$ cat src/rtl/program_loader_if.sv
// Boot-stream and memory-write bundle between the program loader and its surroundings.
// slave is the loader's view; master is the view of whatever feeds the stream and watches the memories.
interface program_loader_if #(
    parameter int AW = 16
);
    logic           start;
    logic [31:0]    in_data;
    logic           in_valid;
    logic           in_ready;
    logic           imem_we;
    logic [AW-1:0]  imem_addr;
    logic [31:0]    imem_wdata;
    logic           dmem_we;
    logic [AW-1:0]  dmem_addr;
    logic [31:0]    dmem_wdata;
    logic           cpu_reset;
    logic           done;
    logic           error;
    logic [15:0]    loaded_count;

    modport slave (
        input  start, in_data, in_valid,
        output in_ready, imem_we, imem_addr, imem_wdata,
               dmem_we, dmem_addr, dmem_wdata,
               cpu_reset, done, error, loaded_count
    );

    modport master (
        output start, in_data, in_valid,
        input  in_ready, imem_we, imem_addr, imem_wdata,
               dmem_we, dmem_addr, dmem_wdata,
               cpu_reset, done, error, loaded_count
    );
endinterface

$ cat src/rtl/program_loader.sv
// Boot loader: parses N, N instr words, M, M data words into imem/dmem and holds the CPU in reset until done.
// Write strobes appear one cycle after each accept; in_ready is a pure state decode, so in_valid gaps only stall.
module program_loader #(
    parameter int IMEM_WORDS = 128,
    parameter int DMEM_WORDS = 256,
    parameter int DMEM_BASE  = 512,
    parameter int AW         = 16
) (
    input  logic             clk,
    input  logic             reset,
    program_loader_if.slave  bus
);
    typedef enum logic [2:0] {
        S_IDLE, S_ICOUNT, S_IWORDS, S_DCOUNT, S_DWORDS, S_DRAIN, S_RUN, S_ERROR
    } state_t;

    localparam logic [31:0]   IMEM_MAX = 32'(IMEM_WORDS);
    localparam logic [31:0]   DMEM_MAX = 32'(DMEM_WORDS);
    localparam logic [AW-1:0] DBASE    = AW'(DMEM_BASE / 4);

    state_t         r_state;
    logic [15:0]    r_target;
    logic [15:0]    r_idx;
    logic [15:0]    r_loaded;
    logic           r_imem_we;
    logic [AW-1:0]  r_imem_addr;
    logic [31:0]    r_imem_wdata;
    logic           r_dmem_we;
    logic [AW-1:0]  r_dmem_addr;
    logic [31:0]    r_dmem_wdata;

    logic           w_ready;
    logic           w_accept;
    logic           w_last;

    assign w_ready  = (r_state == S_ICOUNT) || (r_state == S_IWORDS) ||
                      (r_state == S_DCOUNT) || (r_state == S_DWORDS);
    assign w_accept = w_ready && bus.in_valid;
    assign w_last   = (r_idx == r_target - 16'd1);

    always_ff @(posedge clk or posedge reset) begin
        if (reset) begin
            r_state      <= S_IDLE;
            r_target     <= '0;
            r_idx        <= '0;
            r_loaded     <= '0;
            r_imem_we    <= 1'b0;
            r_imem_addr  <= '0;
            r_imem_wdata <= '0;
            r_dmem_we    <= 1'b0;
            r_dmem_addr  <= '0;
            r_dmem_wdata <= '0;
        end else begin
            r_imem_we <= 1'b0;
            r_dmem_we <= 1'b0;
            case (r_state)
                S_IDLE: begin
                    if (bus.start) begin
                        r_state  <= S_ICOUNT;
                        r_loaded <= '0;
                    end
                end
                S_ICOUNT: begin
                    if (w_accept) begin
                        r_idx <= '0;
                        if (bus.in_data > IMEM_MAX) begin
                            r_state <= S_ERROR;
                        end else if (bus.in_data == 32'd0) begin
                            r_state <= S_DCOUNT;
                        end else begin
                            r_state  <= S_IWORDS;
                            r_target <= bus.in_data[15:0];
                        end
                    end
                end
                S_IWORDS: begin
                    if (w_accept) begin
                        r_imem_we    <= 1'b1;
                        r_imem_addr  <= AW'(r_idx);
                        r_imem_wdata <= bus.in_data;
                        r_loaded     <= r_loaded + 16'd1;
                        r_idx        <= r_idx + 16'd1;
                        if (w_last) r_state <= S_DCOUNT;
                    end
                end
                S_DCOUNT: begin
                    if (w_accept) begin
                        r_idx <= '0;
                        if (bus.in_data > DMEM_MAX) begin
                            r_state <= S_ERROR;
                        end else if (bus.in_data == 32'd0) begin
                            r_state <= S_DRAIN;
                        end else begin
                            r_state  <= S_DWORDS;
                            r_target <= bus.in_data[15:0];
                        end
                    end
                end
                S_DWORDS: begin
                    if (w_accept) begin
                        r_dmem_we    <= 1'b1;
                        r_dmem_addr  <= DBASE + AW'(r_idx);
                        r_dmem_wdata <= bus.in_data;
                        r_loaded     <= r_loaded + 16'd1;
                        r_idx        <= r_idx + 16'd1;
                        if (w_last) r_state <= S_DRAIN;
                    end
                end
                // One cycle for the final write strobe to land before the CPU leaves reset.
                S_DRAIN: r_state <= S_RUN;
                S_RUN, S_ERROR: begin
                    if (bus.start) begin
                        r_state  <= S_ICOUNT;
                        r_loaded <= '0;
                    end
                end
                default: r_state <= S_IDLE;
            endcase
        end
    end

    assign bus.in_ready     = w_ready;
    assign bus.imem_we      = r_imem_we;
    assign bus.imem_addr    = r_imem_addr;
    assign bus.imem_wdata   = r_imem_wdata;
    assign bus.dmem_we      = r_dmem_we;
    assign bus.dmem_addr    = r_dmem_addr;
    assign bus.dmem_wdata   = r_dmem_wdata;
    assign bus.cpu_reset    = (r_state != S_RUN);
    assign bus.done         = (r_state == S_RUN);
    assign bus.error        = (r_state == S_ERROR);
    assign bus.loaded_count = r_loaded;
endmodule

$ cat src/flat_wrapper.sv
// flat-port wrapper written by rule: the top's interface ports become plain ports
module program_loader_flat 
#(
    parameter int IMEM_WORDS = 128,
    parameter int DMEM_WORDS = 256,
    parameter int DMEM_BASE  = 512,
    parameter int AW         = 16
)
  (clk, reset, bus_start, bus_in_data, bus_in_valid, bus_in_ready, bus_imem_we, bus_imem_addr, bus_imem_wdata, bus_dmem_we, bus_dmem_addr, bus_dmem_wdata, bus_cpu_reset, bus_done, bus_error, bus_loaded_count);
  program_loader_if #(.AW(AW)) bus_i ();
  input  logic clk;
  input  logic reset;
  input wire logic [$bits(bus_i.start)-1:0] bus_start;
  input wire logic [$bits(bus_i.in_data)-1:0] bus_in_data;
  input wire logic [$bits(bus_i.in_valid)-1:0] bus_in_valid;
  output wire logic [$bits(bus_i.in_ready)-1:0] bus_in_ready;
  output wire logic [$bits(bus_i.imem_we)-1:0] bus_imem_we;
  output wire logic [$bits(bus_i.imem_addr)-1:0] bus_imem_addr;
  output wire logic [$bits(bus_i.imem_wdata)-1:0] bus_imem_wdata;
  output wire logic [$bits(bus_i.dmem_we)-1:0] bus_dmem_we;
  output wire logic [$bits(bus_i.dmem_addr)-1:0] bus_dmem_addr;
  output wire logic [$bits(bus_i.dmem_wdata)-1:0] bus_dmem_wdata;
  output wire logic [$bits(bus_i.cpu_reset)-1:0] bus_cpu_reset;
  output wire logic [$bits(bus_i.done)-1:0] bus_done;
  output wire logic [$bits(bus_i.error)-1:0] bus_error;
  output wire logic [$bits(bus_i.loaded_count)-1:0] bus_loaded_count;
  assign bus_i.start = bus_start;
  assign bus_i.in_data = bus_in_data;
  assign bus_i.in_valid = bus_in_valid;
  assign bus_in_ready = bus_i.in_ready;
  assign bus_imem_we = bus_i.imem_we;
  assign bus_imem_addr = bus_i.imem_addr;
  assign bus_imem_wdata = bus_i.imem_wdata;
  assign bus_dmem_we = bus_i.dmem_we;
  assign bus_dmem_addr = bus_i.dmem_addr;
  assign bus_dmem_wdata = bus_i.dmem_wdata;
  assign bus_cpu_reset = bus_i.cpu_reset;
  assign bus_done = bus_i.done;
  assign bus_error = bus_i.error;
  assign bus_loaded_count = bus_i.loaded_count;
  program_loader #(.IMEM_WORDS(IMEM_WORDS), .DMEM_WORDS(DMEM_WORDS), .DMEM_BASE(DMEM_BASE), .AW(AW)) u_core (.clk(clk), .reset(reset), .bus(bus_i));
endmodule
$ cat config.mk
export PLATFORM = sky130hd
export DESIGN_NAME = program_loader_flat
export DESIGN_NICKNAME = d
export VERILOG_FILES = /design/src/rtl/program_loader_if.sv /design/src/rtl/program_loader.sv /design/src/flat_wrapper.sv
export SDC_FILE = /design/constraint.sdc
export NUM_CORES = 1
export LEC_CHECK = 0
export CAP_MARGIN = 5
export CORE_MARGIN = 2
export CORE_UTILIZATION = 51
export DETAILED_ROUTE_END_ITERATION = 7
export GPL_TIMING_DRIVEN = 0
export PLACE_DENSITY = 0.83
export SKIP_CTS_REPAIR_TIMING = 1
export SYNTH_ARGS = -nofsm -noshare
export SYNTH_HDL_FRONTEND = slang
export SYNTH_SLANG_ARGS = --single-unit
$ cat constraint.sdc
create_clock -name clk -period 5.95 [get_ports clk]
set_clock_uncertainty 0.05 [all_clocks]
set_input_delay 1.19 -clock clk [delete_from_list [all_inputs] [get_ports clk]]
set_output_delay 1.19 -clock clk [all_outputs]
set_load 0.05 [all_outputs]
# Yosys cells after proc, flatten, opt, wreduce, memory -nomap -nowiden
# Cells that the tools add are included.
[classes]
muxes = 27
n_reduce_logical = 18
order_cmp = 2
n_eq_ne = 20
addsub = 4
[ops]
columns = ["op", "n"]
rows = [
  ["16-bit two-way mux", 9],
  ["16-bit case mux with 2 select lines", 3],
  ["16-bit by 1-bit adder with 16-bit output (second input constant)", 2],
  ["32-bit by 8-bit > comparator with 1-bit output (second input constant)", 1],
  ["32-bit by 9-bit > comparator with 1-bit output (second input constant)", 1],
  ["32-bit logical NOT", 1],
  ["3-bit two-way mux", 9],
  ["2-bit by 1-bit inequality test with 1-bit output (second input constant)", 9],
  ["3-bit case mux with 6 select lines", 1],
  ["8-bit by 16-bit adder with 16-bit output (first input constant)", 1],
  ["16-bit equality test", 1],
  ["16-bit by 1-bit subtractor with 16-bit output (second input constant)", 1],
  ["3-bit equality test (second input constant)", 4],
  ["7-bit AND reduction", 1],
  ["3-bit by 2-bit equality test with 1-bit output (second input constant)", 2],
  ["3-bit AND reduction", 2],
  ["2-bit nonzero test", 3],
  ["1-bit two-way mux", 5],
  ["5-bit AND reduction", 1],
  ["2-bit inequality test (second input constant)", 2],
  ["2-bit AND reduction", 2],
  ["2-bit OR reduction", 2],
  ["3-bit by 1-bit equality test with 1-bit output (second input constant)", 1],
  ["3-bit logical NOT", 1],
  ["4 further kinds", 6],
]
[word_totals]
wordCells = 81
inputBits = 36
output_inout_bits = 118
register_bits = 149

# Depth between registers and ports, before layout
# Gate-level depths: netlist of run 1.
[depth]
ltp_word = 7
depth_mapped = 8
mapped_depth_nobuf = 8

# Worst setup path after synthesis of run 1
# Ideal clock, no wire load.
[synth_path]
path_kind = "input -> register"
from = "in bus_in_data[26]"
to = "reg u_core.r_target[0]"
slack_ps = 2656
cell_stages = 7
setup_time_ps = 125
n_path_buf = 1
arrival_time_ps = 3119
cell_sequence = "nor4_1 -> nand4_1 -> or4_1 -> o211a_1 -> o21ai_1 -> clkbuf_1 -> mux2_2"
[synth_between]
elab_chain_len = 5
elab_cells_between_ends = 12
[synth_rtl]
columns = ["item", "line", "rtl"]
rows = [
  ["from (decl)", "flat_wrapper.sv:14", "input wire logic [$bits(bus_i.in_data)-1:0] bus_in_data;"],
  ["parallel branches: the longest is 5 deep, another holds 32-bit by 8-bit > comparator with 1-bit output", "n/a", ""],
  ["to (signal assigned)", "program_loader.sv:72", "r_target <= bus.in_data[15:0];"],
  ["to (signal assigned)", "program_loader.sv:95", "r_target <= bus.in_data[15:0];"],
  ["to (decl)", "program_loader.sv:22", "logic [15:0] r_target;"],
]
# Parallel ways; which one is timed is not known. The select of a mux whose other input is x is not followed.
# A chain may end at the register's enable or synchronous reset.

# Final worst setup path of run 1
[layout_path]
from = "reg u_core.r_state[2]"
to = "out bus_done"
[layout_between]
elab_chain_len = 1
[layout_rtl]
columns = ["item", "line", "rtl"]
rows = [
  ["from (decl)", "program_loader.sv:21", "state_t r_state;"],
  ["from (signal assigned)", "program_loader.sv:43", "r_state <= S_IDLE;"],
  ["from (signal assigned)", "program_loader.sv:59", "r_state <= S_ICOUNT;"],
  ["from (signal assigned)", "program_loader.sv:67", "r_state <= S_ERROR;"],
  ["3-bit equality test", "program_loader.sv:130", "assign bus.done = (r_state == S_RUN);"],
  ["to (decl)", "flat_wrapper.sv:24", "output wire logic [$bits(bus_i.done)-1:0] bus_done;"],
]
# Every way passes these cells.

==> flow_summary_export.csv, run 1 <==
group,metric,value,unit
synthesis,ys_async_sr_fraction,100,%
global_route,grt_max_degree,92,
synthesis,synth_compound_area_share,5.93,%
clock_network,tritoncts,"yes",
clock_network,cts_root_buf,"clkbuf_16",
place,gp_congestion,0.862,
critical_path,r2r-start,"u_core.r_target[0]",
synthesis,netlist_instances,586,
floorplan,start_util,52.0,%
synthesis,synth_top_family_by_area,"multiplexers",
final_layout,syn_to_final_growth,34.5,%
floorplan,rows,42,
worst_hold_path,min_to,"u_core.bus.dmem_wdata[11]",
detailed_routing,drt-wirelength-per-cell,17.7,µm
floorplan,boundaryPins,154,
synthesis,synth_seq_cells,149,
clock_network,clock_path_buffers,2,
power,leakagePower,3.85,nW
critical_path,worst_r2r_endpoint,"u_core.r_state[0]",
global_route,grt_usage,24.5,%
detailed_routing,num_vias,5218,
clock_network,clock-sinks,149,
worst_hold_path,min_from,"u_core.bus.dmem_wdata[11]",
critical_path,cp.required,4.71,ns
synthesis,synth_nets,626,
place,numPortBuffers,153,
run,cap_violations,0,
power,p_int,2.93,mW
power,p_sw_share,44.0,%
detailed_routing,drt_wl_total,16.8,mm
timing,hold_viol,0,
power,ir_drop,0.000431,V
synthesis,synth.distinct_cells,48,
power,powerDensity,569,mW/mm²
worst_hold_path,hp-class,"flop to flop",
critical_path,setup.worst_path.start_class,"flop",
critical_path,crit_type,"flop to primary output",
synthesis,avgSynthCellArea,11.7,µm²
timing,post-route-period-util,68.5,%
global_route,antenna_found_initial,0,
detailed_routing,viasPerCell,5.51,
critical_path,end_kind,"primary output",
floorplan,dieArea,0.0143,mm²
floorplan,core,0.0131,mm²
detailed_routing,drt_first_pass_iters,5,
floorplan,dieHeight,120,µm
final_layout,final_nets,799,
timing,tightest_slew,0.808,ns
power,p_sw,2.30,mW
synthesis,yosysWarnings,0,
global_route,grt_pass1_vias,5516,
run_status,status,"complete, no violations",
synthesis,synth_most_common_cell,"dfrtp_1",
synthesis,synth_edf_count,0,
clock_network,clk_latency,0.42,ns
synthesis,synth_xor_area_share,6.15,%
synthesis,synthMuxAreaShare,16.8,%
synthesis,synth_fa_ha_area_share,0.732,%
timing,drv_slew,0,
timing,rsz0062_at_grt,"no",
global_route,globalRouteOverflowTotal,0,
clock_network,htreeDepth,4,
critical_path,crit_arrival,2.83,ns
synthesis,ys_dominant_reg_cell,"dfrtp_1",
timing,period_needed,4.07,ns
synthesis,synth_top_area_share,54.6,%
power,combPwrFrac,49.6,%
critical_path,rr_worst_depth,8,
synthesis,synth_top_area_cell,"dfrtp_1",
synthesis,synth_area,0.00683,mm²
clock_network,clk_pin_slew,0.06,ns
clock_network,cts_buffers,17,
place,dpl.hpwl,12.2,mm
place,place_area,0.00862,mm²
final_layout,fillers,937,
power,seqPwrFrac,30.6,%
synthesis,synthTopCellsByCount,"149 x dfrtp_1, 99 x mux2_2, 51 x nor2_1",
final_layout,antenna_cells,0,
detailed_routing,initialDrtViolationCount,321,
critical_path,cp_max_fo,10,
power,power,5.23,mW
timing,slew_headroom,44.7,%
global_route,grt_pass1_wl,27.5,mm
synthesis,synth-simple-area-share,13.4,%
detailed_routing,drtAntennaViolNets,0,
synthesis,seq_area_frac_synth,54.6,%
critical_path,r2r_slack,3.07,ns
timing,fmax,245,MHz
synthesis,synth_area_leaders,"dfrtp_1 55%, mux2_2 16%, xnor2_1 4.1%, nor2_1 2.8%, xor2_1 2.1%",
final_layout,fin_area,0.00919,mm²
timing,setup_viol,0,
worst_hold_path,min_path_cells,1,
final_layout,drive_gt1_share,19.1,%
final_layout,utilization,70.0,%
floorplan,dieWidth,120,µm
detailed_routing,route.detailed.drc,0,
power,p_clk_share,19.9,%
metal layers:
layer	vias up	part of all wire, %	GRT usage, %
met5	-	0	0
met4	0	2.4	10.1
met3	36	7.5	8.46
met2	166	51	40.8
met1	2608	40	28.9
li1	2408	-	-
flip-flops by register name, indices dropped and copies added (netlist names), 3 cells and up:
signal                   flops
u_core.bus.imem_wdata       32
u_core.bus.dmem_addr        16
u_core.bus.dmem_wdata       32
u_core.r_target             16
u_core.bus.loaded_count     16
u_core.r_idx                16
u_core.r_state               3
u_core.bus.imem_addr        16
cells in the final DEF (no fill, tap or decap), types with 5 or more instances in the layout:
cell,synthesis,routed
clkdlybuf4s50_1,0,153
dfrtp_1,149,149
mux2_2,99,99
nor2_1,51,51
xnor2_1,32,32
nand2_1,31,31
clkbuf_1,22,23
a21oi_1,19,19
o21ai_0,17,17
clkbuf_16,0,17
xor2_1,16,16
nor3_1,13,13
nor4_1,12,12
inv_1,13,12
and2_1,11,11
nand4_1,9,9
nand3_1,9,9
or3_1,8,8
and3_1,7,7
a211oi_1,6,6
clkinv_2,0,6
buf_1,5,5
o2111ai_1,5,5
layout make-up:
type / instances / area [µm²] / share of cell area [%]
buffer: 30 / 119 / 1.29
clock buffer: 21 / 470 / 5.12
clock inverter: 10 / 105 / 1.14
inverter: 13 / 53.8 / 0.585
multi-input combinational: 394 / 2940 / 31.9
sequential: 149 / 3730 / 40.6
tap: 176 / 220 / 2.40
timing repair buffer: 154 / 1560 / 17.0
worst max-delay path, cell delays in order, from the launching register on:
cell,delay (ns)
dfrtp_1,0.36
clkbuf_1,0.32
buf_1,0.38
nand2_1,0.17
or2_2,0.33
inv_1,0.06
clkdlybuf4s50_1,0.79
kinds of logic after synthesis:
logic type | Yosys count
flops | 149
simple gates | 177
xor+xnor | 48
buf+inv | 43
compound gates | 63
fa+ha+maj | 4
mux | 102
power by group through the flow:
stage / clock [mW] / combinational (mW) / sequential, mW
4_1_cts: 1.05 / 2.60 / 1.60
5_1_grt: 1.09 / 2.73 / 1.64
2_1_floorplan: 0 / 0.779 / 2.54
3_3_place_gp: 0 / 2.54 / 1.58
3_5_place_dp: 0 / 2.59 / 1.61
6_report: 1.04 / 2.59 / 1.60
metrics by stage:
stage | worst slack (ns) | hold slack [ns] | std cells | setup TNS [ns]
final | 1.88 | 0.453 | 947 | 0
after global routing | 1.74 | 0.469 | 947 | 0
after CTS | 1.87 | 0.458 | 947 | 0
after detailed placement | 1.43 | 0.444 | 916 | 0
after global placement | -1.01 | 0.439 | 915 | -149.37
after floorplan | 0.702 | 0.425 | 586 | 0
how the worst max path moves through the flow:
stage | startpoint | endpoint | slack (ns) | depth (start not counted)
after detailed placement | bus_in_data[9] | u_core.r_target[1] | 1.43 | 8
after global routing | u_core.r_state[2] | bus_done | 1.74 | 6
after floorplan | reset | u_core.bus.dmem_addr[0] | 0.70 | 1
after CTS | bus_in_data[9] | u_core.r_target[1] | 1.87 | 8
after global placement | reset | u_core.bus.dmem_addr[10] | -1.01 | 2
final | u_core.r_state[2] | bus_done | 1.88 | 6
No activity file was read; power rests on OpenSTA's default activity.
==> run 2, diff against run 1 <==
- clock period: 5.95 -> 4.06 ns (I/O delays scaled with it)
==> run 2 against run 1 <==
Compared with the run above:
- sequential share of layout area shrank 0.15 points
- final cell count up 0.32%
- die area unchanged
- sequential power grew 47%
- critical endpoint unchanged
- first-iteration DRC count decreased by 15%
- wire length grew 3.3%
- via count rose by 0.90%
- global-route usage grew 1.0 points
- final area increased by 0.38%
==> flow_summary_export.csv, run 2 (synthesized netlist as in run 1, its figures left out) <==
group,metric,value,unit
clock_network,clock_path_buffers,2,
critical_path,cp_top_family,"buffers and inverters",
place,dp_cells,919,
timing,tightest_slew,0.816,ns
final_layout,fin_area,0.00923,mm²
final_layout,layout_common_cells,"153 x clkdlybuf4s50_1, 149 x dfrtp_1, 99 x mux2_2",
place,dpl.hpwl,12.7,mm
floorplan,dieWidth,120,µm
worst_hold_path,min_path_cells,1,
floorplan,rows,42,
final_layout,antenna_cells,0,
run_status,status,"complete, no violations",
detailed_routing,initialDrtViolationCount,274,
floorplan,core,0.0131,mm²
clock_network,clock-sinks,149,
timing,setup_viol,0,
floorplan,start_util,52.0,%
power,ir_drop,0.000703,V
global_route,grt_max_degree,39,
final_layout,final_nets,802,
critical_path,crit_type,"flop to primary output",
global_route,grt_pass1_vias,5492,
power,combPwrFrac,50.0,%
critical_path,slowest_delay,0.79,ns
critical_path,end_kind,"primary output",
power,p_sw,3.43,mW
detailed_routing,drt_wl_total,17.3,mm
power,p_int,4.23,mW
final_layout,fillers,938,
clock_network,cts_root_buf,"clkbuf_16",
worst_hold_path,hp-class,"flop to flop",
critical_path,cp_cell_sequence,"clkbuf_1, buf_1, nand2_1, or2_2, inv_1, clkdlybuf4s50_1",
timing,hold_viol,0,
final_layout,instances_no_fill,950,
critical_path,rr_worst_depth,8,
floorplan,dieHeight,120,µm
global_route,antenna_found_initial,0,
clock_network,cts_buffers,17,
timing,period_needed,3.70,ns
detailed_routing,num_vias,5265,
place,place_area,0.00867,mm²
timing,post-route-period-util,91.1,%
power,p_clk_share,19.3,%
detailed_routing,viasPerCell,5.54,
final_layout,regArea,0.00373,mm²
critical_path,critPathSlowestCell,"clkdlybuf4s50_1",
clock_network,htreeDepth,4,
clock_network,tritoncts,"yes",
power,powerDensity,830,mW/mm²
floorplan,boundaryPins,154,
critical_path,setup.worst_path.start_class,"flop",
clock_network,clk_pin_slew,0.06,ns
timing,rsz0062_at_grt,"no",
clock_network,clk_latency,0.42,ns
floorplan,dieArea,0.0143,mm²
detailed_routing,drt_first_pass_iters,6,
power,seqPwrFrac,30.6,%
final_layout,multi_input_area,0.00294,mm²
timing,slew_headroom,44.2,%
global_route,globalRouteOverflowTotal,0,
timing,fmax,270,MHz
power,p_sw_share,44.8,%
critical_path,cp_num_buf_inv,4,
run,cap_violations,0,
final_layout,syn_to_final_growth,35.0,%
detailed_routing,route.detailed.drc,0,
place,gp_congestion,0.883,
critical_path,cp_max_fo,10,
detailed_routing,drtAntennaViolNets,0,
place,numPortBuffers,153,
timing,drv_slew,0,
critical_path,crit_arrival,2.84,ns
final_layout,layout_commonest_cell,"clkdlybuf4s50_1",
global_route,grt_pass1_wl,28.4,mm
power,leakagePower,3.85,nW
detailed_routing,drt-wirelength-per-cell,18.2,µm
final_layout,drive_gt1_share,19.4,%
global_route,grt_usage,25.5,%
critical_path,crit_cells,6,
critical_path,cp.required,3.20,ns
-- run 2: cell types whose count changed in the layout (fill, tap and decap cells not counted) --
cell        previous run  this run
clkinv_2               6         3
clkbuf_8               3         2
clkinvlp_4             2         4
clkinv_4               0         2
inv_6                  1         2
buf_16                 1         0
bufinv_16              2         1
buf_12                 0         4
-- run 2: path summary, 6_finish.rpt --
path                                              start                        end  slack, ns
worst max-delay path                  u_core.r_state[2]                   bus_done       0.36
worst min-delay path            u_core.bus.dmem_addr[4]    u_core.bus.dmem_addr[4]       0.45
worst max register to register       u_core.r_target[0]          u_core.r_state[0]       1.12
worst min register to register  u_core.bus.dmem_addr[4]    u_core.bus.dmem_addr[4]       0.45
max in group asynchronous                         reset            u_core.r_idx[9]       2.40
min in group asynchronous                         reset  u_core.bus.imem_wdata[28]       0.76
-- run 2: power groups by stage --
stage               Clock (mW)  Combinational, mW  Sequential (mW)
global route              1.58               4.03             2.42
floorplan                    0               1.14             3.73
CTS                       1.51               3.85             2.34
finish                    1.48               3.83             2.35
global placement             0               3.72             2.32
detailed placement           0               3.82             2.36
-- run 2: final cells by class --
cell class	instances	share of cell area [%]
Clock buffer	20	4.95
Multi-Input combinational cell	394	31.8
Timing Repair Buffer	157	17.5
Inverter	13	0.569
Tap cell	176	2.39
Sequential cell	149	40.4
Buffer	30	1.29
Clock inverter	11	1.11
-- run 2: metal layers --
metal  wire (µm)  track usage (%)
met1        6770             29.5
met2        8770             42.7
met3        1430             10.2
met4         370             9.49
met5           0                0
-- run 2: through the flow --
step	hold WS, ns	setup WS [ns]	util (%)	setup TNS (ns)	total power, mW
floorplan	0.425	1.14	-	0	4.87
global placement	0.439	0.0575	65.4	0	6.05
detailed placement	0.445	-0.0374	66.0	-0.0963	6.17
CTS	0.459	0.380	70.2	0	7.70
global route	0.469	0.149	70.2	0	8.03
finish	0.453	0.362	70.2	0	7.66
==> run 3, diff against run 2 <==
- CORE_UTILIZATION: 51 -> 63
- DONT_BUFFER_PORTS: default -> 1
- PLACE_DENSITY: 0.83 -> 0.81
==> run 3 against run 2 <==
Compared with the run above:
- flip-flop and latch count stayed put
- sequential power is 65% higher
- critical path depth is 1 lower
- global-route usage is 3.6 points higher
- final cell count is 20% lower
- sequential share of layout area is 8.1 points higher
- register-to-register slack worse by 0.04 ns
- first-iteration DRC count is 32% higher
- hold slack worse by 0.26 ns
- maximum frequency is 4.8% higher
==> flow_summary_export.csv, run 3 (synthesized netlist as in run 1, its figures left out) <==
group,metric,value,unit
detailed_routing,met3WireLength,1.44,mm
timing,fmax,283,MHz
detailed_routing,initialDrtViolationCount,363,
detailed_routing,drtAntennaViolNets,0,
final_layout,fillers,724,
floorplan,dieHeight,108,µm
global_route,grt_usage,29.1,%
critical_path,critPathLaunch,"u_core.r_state[2]",
detailed_routing,highest_layer,"met4",
global_route,grt_pass1_vias,5069,
floorplan,core,0.0107,mm²
clock_network,htreeDepth,4,
floorplan,dieWidth,108,µm
place,dpl.hpwl,11.5,mm
clock_network,clk_latency,0.52,ns
detailed_routing,drt-wirelength-per-cell,21.2,µm
detailed_routing,drt_first_pass_iters,5,
timing,slew_headroom,39.4,%
timing,whs,0.189,ns
detailed_routing,route.detailed.drc,0,
final_layout,drive_gt1_share,24.4,%
clock_network,clock-sinks,149,
global_route,grt_max_degree,36,
place,post-place-ws,0.328,ns
clock_network,cts_buffers,17,
critical_path,r2r_slack,1.08,ns
timing,setup_viol,0,
final_layout,layout_common_cells,"149 x dfrtp_1, 99 x mux2_2, 51 x nor2_1",
place,gp_congestion,0.882,
floorplan,start_util,63.9,%
power,leakagePower,3.30,nW
detailed_routing,viasPerCell,6.31,
final_layout,layout_commonest_cell,"dfrtp_1",
critical_path,cp.required,3.20,ns
timing,drv_slew,0,
critical_path,worst_r2r_endpoint,"u_core.bus.imem_wdata[3]",
global_route,grt_pass1_wl,25.9,mm
critical_path,crit_type,"flop to primary output",
worst_hold_path,hp-class,"input pin to async pin",
run_status,status,"complete, no violations",
final_layout,regArea,0.00373,mm²
critical_path,crit_arrival,2.67,ns
power,powerDensity,893,mW/mm²
timing,tightest_slew,0.886,ns
detailed_routing,drt_wl_total,16.1,mm
final_layout,fin_area,0.00769,mm²
critical_path,end_kind,"primary output",
timing,hold_viol,0,
detailed_routing,wl_met1,6.22,mm
clock_network,cts_root_buf,"clkbuf_8",
detailed_routing,num_vias,4808,
detailed_routing,dr_wl_met2,8.05,mm
global_route,globalRouteOverflowTotal,0,
timing,period_needed,3.53,ns
clock_network,tritoncts,"yes",
timing,finalSetupTns,0,ns
critical_path,critPathSlowestCell,"or2_2",
clock_network,clk_pin_slew,0.07,ns
critical_path,setup.worst_path.start_class,"flop",
final_layout,syn_to_final_growth,12.6,%
critical_path,slowest_delay,0.45,ns
clock_network,clock_path_buffers,2,
run,cap_violations,0,
timing,rsz0062_at_grt,"no",
final_layout,final_nets,649,
place,numPortBuffers,0,
global_route,antenna_found_initial,0,
power,power,6.87,mW
critical_path,cp_cell_sequence,"clkbuf_1, buf_1, nand2_1, or2_2, inv_1",
critical_path,r2r-start,"u_core.r_state[2]",
floorplan,boundaryPins,154,
critical_path,cp_max_fo,10,
critical_path,rr_worst_depth,6,
final_layout,multi_input_area,0.00294,mm²
floorplan,dieArea,0.0117,mm²
floorplan,rows,38,
timing,fin_ws,0.533,ns
place,place_area,0.00709,mm²
final_layout,antenna_cells,0,
power,ir_drop,0.000657,V
timing,post-route-period-util,86.9,%
[run 3: cell types whose count changed in the layout (fill, tap and decap cells not counted), sizes merged]
cell           previous run  this run
clkdlybuf4s50           153         0
inv                      14        21
clkbuf                   42        39
clkinv                    5         2
bufinv                    1         2
clkinvlp                  4         3
[run 3: worst max-delay path: cells and delay by family (launching register included)]
kind                   cells  cell delay [ns]
flip-flops                 1             0.37
AND/OR/NAND/NOR            2             0.63
buffers and inverters      3             1.13
[run 3: how the worst max path moves through the flow]
stage,slack (ns),endpoint,cells past startpoint
finish,0.53,bus_done,5
floorplan,1.14,u_core.r_target[0],7
global placement,0.39,u_core.r_target[1],6
detailed placement,0.33,u_core.r_target[0],7
global route,0.39,bus_done,5
CTS,0.56,bus_done,5
[run 3: final cells by class]
class,instances,share of cell area (%)
inverter,13,0.683
buffer,30,1.55
clock buffer,17,5.38
sequential,149,48.5
multi-input combinational,394,38.2
timing repair buffer,4,1.04
clock inverter,15,2.42
tap,140,2.28
[run 3: per-stage QoR]
| step | util, % | instances |
|---|---|---|
| after floorplan | - | 586 |
| after global placement | 65.5 | 726 |
| after detailed placement | 66.3 | 730 |
| after CTS | 71.9 | 762 |
| after global routing | 71.9 | 762 |
| final | 71.9 | 762 |
[run 3: where the power goes]
part | switching (mW) | internal, mW
Clock | 0.690 | 0.907
Sequential | 1.94 | 1.94
Combinational | 0.735 | 0.659
[run 3: per-layer routing]
metal,vias to the layer above,GRT usage (%)
li1,2120,-
met1,2386,35.4
met2,254,47.2
met3,48,9.58
met4,0,13.6
met5,-,0
==> RTL change 1: new RTL, config.mk and constraints of run 3 <==
Encoding of `state_t`: now one-hot (8 bits for 8 states).
--- a/src/rtl/program_loader.sv
+++ b/src/rtl/program_loader.sv
@@ -10,8 +10,8 @@
     input  logic             reset,
     program_loader_if.slave  bus
 );
-    typedef enum logic [2:0] {
-        S_IDLE, S_ICOUNT, S_IWORDS, S_DCOUNT, S_DWORDS, S_DRAIN, S_RUN, S_ERROR
+    typedef enum logic [7:0] {
+        S_IDLE = 8'b00000001, S_ICOUNT = 8'b00000010, S_IWORDS = 8'b00000100, S_DCOUNT = 8'b00001000, S_DWORDS = 8'b00010000, S_DRAIN = 8'b00100000, S_RUN = 8'b01000000, S_ERROR = 8'b10000000
     } state_t;
 
     localparam logic [31:0]   IMEM_MAX = 32'(IMEM_WORDS);
Function: no difference found for any inputs over 4 cycles, from zero or initial values and one cycle with reset high; so few cycles prove little.
==> RTL change 1 against run 3 <==
Maximum frequency fell by 5.8%. Cell count rose by 0.39%. Sequential cell count rose by 5. Critical path type unchanged. Synthesized area rose by 1.9%. Worst setup slack got worse by 220 ps. Wire length rose by 0.76%. Critical endpoint unchanged. Critical path depth fell by 1. Final area rose by 1.9%.
Power is not compared: it rests on default switching activity, and its combinational part moved more than twofold at a synthesized area within 25%.
==> RTL change 1: results (changes against run 3) <==
status completed; layout cell share with drive strength beyond 1 0.226 (-0.0188); Detailed Route WL 16.2 mm (+0.76%); Post-DP HPWL 11.5 mm (+0.63%); drt initial violations 329 (-9.4%); Clk Latency, worst-skew pair 540 ps (+20 ps); Num CTS Buffers 17 (unchanged); Netlist cell types 54 (+13%); Fillers 741 (+2.3%); first-pass GRT wire length 25.6 mm (-1.3%); Worst R2R Path Depth 10 (+4); Final #Nets 652 (+0.46%); Placer Congestion 0.880 (-0.28%); largest cells by area after synthesis dfrtp_1 (55%), mux2_2 (15%), xor2_1 (3.1%); vias in the first global route 4877 (-3.8%); syn nets 630 (+0.64%); Worst-Margin Slew 834 ps (-52.5 ps); Reg2Reg Setup Slack 600 ps (-480 ps); RR Startpoint u_core.r_target[0]; Synth Flop Type dfrtp_1; hold crit path type input pin to async pin; largest net degree at the start of global routing 44 (+22%); H-tree Lvls 4 (unchanged); Worst Path Max Fanout 8 (-2); worst vdd ir 0.428 mV; commonest cells in the netlist dfrtp_1 (153), mux2_2 (93), nand2_1 (36); Vias/cell 6.27 (-0.62%); total track usage 0.288 (-0.00340); Seq/Total Area, Yosys 0.554 (+0.00785); reg2reg end u_core.r_state[7]; CP arrival 2880 ps (+210 ps)
[RTL change 1: layout make-up]
type	count	area (µm²)	area share
tap	140	175	0.0223
inverter	13	52.6	0.00670
clock inverter	13	190	0.0243
sequential	154	3850	0.492
timing repair buffer	3	60.1	0.00766
buffer	30	114	0.0145
multi-input combinational	393	2950	0.376
clock buffer	19	442	0.0563
[RTL change 1: stage by stage]
stage,instances,area (µm²),hold WS (ps),setup slack [ps],total power [mW]
after floorplan,590,6970,424,1010,1.80
after global placement,730,7140,442,611,1.85
after detailed placement,733,7210,452,641,1.87
after CTS,765,7840,235,304,3.54
after global routing,765,7840,282,155,3.64
final,765,7840,235,316,3.52
[RTL change 1: how the worst max path moves through the flow]
stage,start,to,slack [ps],cells after the start
floorplan,u_core.r_state[3],bus_error,1010,4
detailed placement,bus_in_data[3],u_core.r_target[1],640,6
CTS,u_core.r_state[3],bus_done,300,4
global placement,reset,u_core.bus.loaded_count[12],610,1
finish,u_core.r_state[3],bus_done,320,4
global route,u_core.r_state[3],bus_done,150,4
[RTL change 1: worst max-delay path, cell delays in order, from the launching register on]
cell and delay (ps):
dfrtp_1 360, clkbuf_1 200, nor4_1 540, nand4b_1 650, inv_1 590
[RTL change 1: logic make-up after synthesis]
group / synth area share
compound gates: 0.0711
mux: 0.154
fa+ha+maj: 0.00719
buf+inv: 0.0234
flops: 0.554
simple gates: 0.129
xor+xnor: 0.0616
[RTL change 1: routing by layer]
| metal | part of all wire | track usage | wire, µm | vias to the layer above |
|---|---|---|---|---|
| met4 | 0.017 | 0.111 | 280 | 0 |
| met2 | 0.50 | 0.472 | 8130 | 223 |
| met3 | 0.091 | 0.104 | 1480 | 34 |
| li1 | - | - | - | 2134 |
| met5 | 0 | 0 | 0 | - |
| met1 | 0.39 | 0.347 | 6360 | 2406 |
[RTL change 1: power by group through the flow]
| stage | clock network (mW) | registers [mW] | logic, mW |
|---|---|---|---|
| 2_1_floorplan | 0 | 1.59 | 0.214 |
| 3_3_place_gp | 0 | 1.59 | 0.264 |
| 3_5_place_dp | 0 | 1.59 | 0.279 |
| 4_1_cts | 1.70 | 1.56 | 0.280 |
| 5_1_grt | 1.76 | 1.56 | 0.314 |
| 6_report | 1.68 | 1.56 | 0.284 |
==> RTL change 2: new RTL, flow settings as in run 3 <==
Without the edit above. `AW` is set to 16 in 3 places; all go to 17.
--- a/src/rtl/program_loader_if.sv
+++ b/src/rtl/program_loader_if.sv
@@ -1,7 +1,7 @@
 // Boot-stream and memory-write bundle between the program loader and its surroundings.
 // slave is the loader's view; master is the view of whatever feeds the stream and watches the memories.
 interface program_loader_if #(
-    parameter int AW = 16
+    parameter int AW = 17
 );
     logic           start;
     logic [31:0]    in_data;
--- a/src/rtl/program_loader.sv
+++ b/src/rtl/program_loader.sv
@@ -4,7 +4,7 @@
     parameter int IMEM_WORDS = 128,
     parameter int DMEM_WORDS = 256,
     parameter int DMEM_BASE  = 512,
-    parameter int AW         = 16
+    parameter int AW         = 17
 ) (
     input  logic             clk,
     input  logic             reset,
--- a/src/flat_wrapper.sv
+++ b/src/flat_wrapper.sv
@@ -4,7 +4,7 @@
     parameter int IMEM_WORDS = 128,
     parameter int DMEM_WORDS = 256,
     parameter int DMEM_BASE  = 512,
-    parameter int AW         = 16
+    parameter int AW         = 17
 )
   (clk, reset, bus_start, bus_in_data, bus_in_valid, bus_in_ready, bus_imem_we, bus_imem_addr, bus_imem_wdata, bus_dmem_we, bus_dmem_addr, bus_dmem_wdata, bus_cpu_reset, bus_done, bus_error, bus_loaded_count);
   program_loader_if #(.AW(AW)) bus_i ();
Ports: changed (resized bus_dmem_addr and bus_imem_addr); port bits go from 154 to 156. No check against the original RTL was run, so the function may have changed too.
==> RTL change 2 against run 3 <==
Wire length decreased by 0.34%. Register-to-register slack better by 310 ps. Hold slack improved by 13 ps. Worst setup slack improved by 270 ps. Maximum frequency is 8.4% higher. First-iteration DRC count increased by 1.9%. Sequential cell count up 1. Die area is 0.66% higher. Final area is 0.47% higher. Synthesized area rose by 0.68%. Power down 0.71%.
==> RTL change 2: results (changes against run 3) <==
CTS Root Cell clkbuf_8; clk buf depth 2 (unchanged); leak pwr 3.59 nW (+8.6%); Slowest cell on crit path or2_2; Placer Congestion 0.869 (-1.5%); Routed WL per cell 19.0 µm (-10%); reg2reg end u_core.bus.imem_wdata[5]; commonest cells in the netlist nand2_1 (161), dfrtp_1 (150), mux2_2 (56); Worst Hold Slack 202 ps (+13.0 ps); Worst Path Max Fanout 10 (unchanged); length of the first detailed-routing pass in iterations 5 (unchanged); Synth Area in XOR/XNOR 0.0713 (+0.00977); Reg2Reg Setup Slack 1390 ps (+310 ps); Syn. warnings 0 (unchanged); drt initial violations 370 (+1.9%); CP arrival 2390 ps (-280 ps); RR Startpoint u_core.r_state[0]; Clk Latency, worst-skew pair 520 ps (about the same); vias 5025 (+4.5%); dpl cells 812 (+11%); Seq/Total Area, Yosys 0.546 (about the same); non-filler instance count after layout 844 (+11%); layout cell share with drive strength beyond 1 0.151 (-0.0938); initial antenna violation count 0 (unchanged); Compound-Gate Fraction of Synth Area 0.0504 (-0.00895); total track usage 0.277 (-0.0137); largest cells by area after synthesis dfrtp_1 (55%), mux2_2 (9.2%), nand2_1 (8.8%); post-synthesis mux area share 0.0968 (-0.0708); syn nets 709 (+13%); Synth Flop Type dfrtp_1; Num CTS Buffers 17 (unchanged); relative slew slack 0.530 (+0.136); asr flop ratio synth 1.00 (unchanged); I/O Buffers 0 (unchanged); pre-CTS setup slack 907 ps (+580 ps); Mapped Cells 669 (+14%); Post-Synth Adder-Cell Area 0.00728 (-0.0000493); status completed; Worst R2R Path Depth 5 (-1); first-pass GRT wire length 25.0 mm (-3.4%); clock slew at reported path FFs 60 ps; worst vdd ir 0.519 mV (-21%); Final #Nets 731 (+13%); Worst Setup SP u_core.r_state[2]; largest net degree at the start of global routing 46 (+28%); Post-DP HPWL 11.5 mm (+0.43%); CP peak stage delay 460 ps; Netlist cell types 53 (+10%); Final Max Slew Viols 0 (unchanged)
[RTL change 2: cell count changes in the layout (fill, tap and decap cells not counted), moves of 8 or more]
cell	delta
clkbuf_1	+8
mux2_2	-43
nor2_1	-12
xor2_1	+13
nand2_1	+130
a21oi_1	-11
nand3_1	+8
[RTL change 2: area by class of cell]
cell class,count,area [µm²]
plain buffers,35,144
clock buffers,20,445
clock inverters,12,165
fillers,709,3020
inverters,13,52.6
multi-input cells,471,2930
flip-flops and latches,150,3750
well taps,140,175
repair buffers,3,60.1
[RTL change 2: stage by stage]
stage / cell area, µm² / util / power (mW)
6_report: 7730 / 0.719 / 6.82
5_1_grt: 7730 / 0.719 / 7.14
4_1_cts: 7730 / 0.719 / 6.84
3_5_place_dp: 7120 / 0.662 / 5.22
3_3_place_gp: 7060 / 0.657 / 5.09
2_1_floorplan: 6880 / - / 4.79
[RTL change 2: kinds of logic after synthesis]
family                     count (synthesis)
buffers and inverters                     48
muxes                                     59
xor gates and xnor gates                  56
and+or+nand+nor                          302
other                                      1
adders and majority gates                  4
DFF                                      150
AOI/OAI and AO/OA                         49
[RTL change 2: how the worst max path moves through the flow]
stage / endpoint / cells after the start / slack [ps]
2_1_floorplan: u_core.bus.dmem_addr[0] / 1 / 1310
3_5_place_dp: u_core.r_target[0] / 6 / 910
6_report: bus_done / 4 / 810
3_3_place_gp: u_core.bus.dmem_wdata[3] / 1 / 690
4_1_cts: bus_done / 4 / 810
5_1_grt: bus_done / 4 / 660
[RTL change 2: power breakdown]
group | total, mW | internal [mW] | leakage (nW) | switching, mW
registers | 3.66 | 1.93 | 1.94 | 1.73
logic | 1.55 | 0.639 | 1.35 | 0.910
clock network | 1.61 | 0.981 | 0.290 | 0.631
total | 6.82 | 3.55 | 3.59 | 3.28
[RTL change 2: metal layers]
layer  routed length (µm)  up-vias  global-route usage
met1                 6580     2495               0.351
met3                 1070       26              0.0687
met4                  333        0              0.0897
met2                 8080      219               0.469
li1                     -     2285                   -
met5                    0        -                   0
[RTL change 2: worst max-delay path, delay by kind of cell, from the launching register on]
| family | cells | cell delay (ps) |
|---|---|---|
| AND/OR/NAND/NOR | 2 | 650 |
| flip-flops | 1 | 440 |
| buffers and inverters | 2 | 780 |
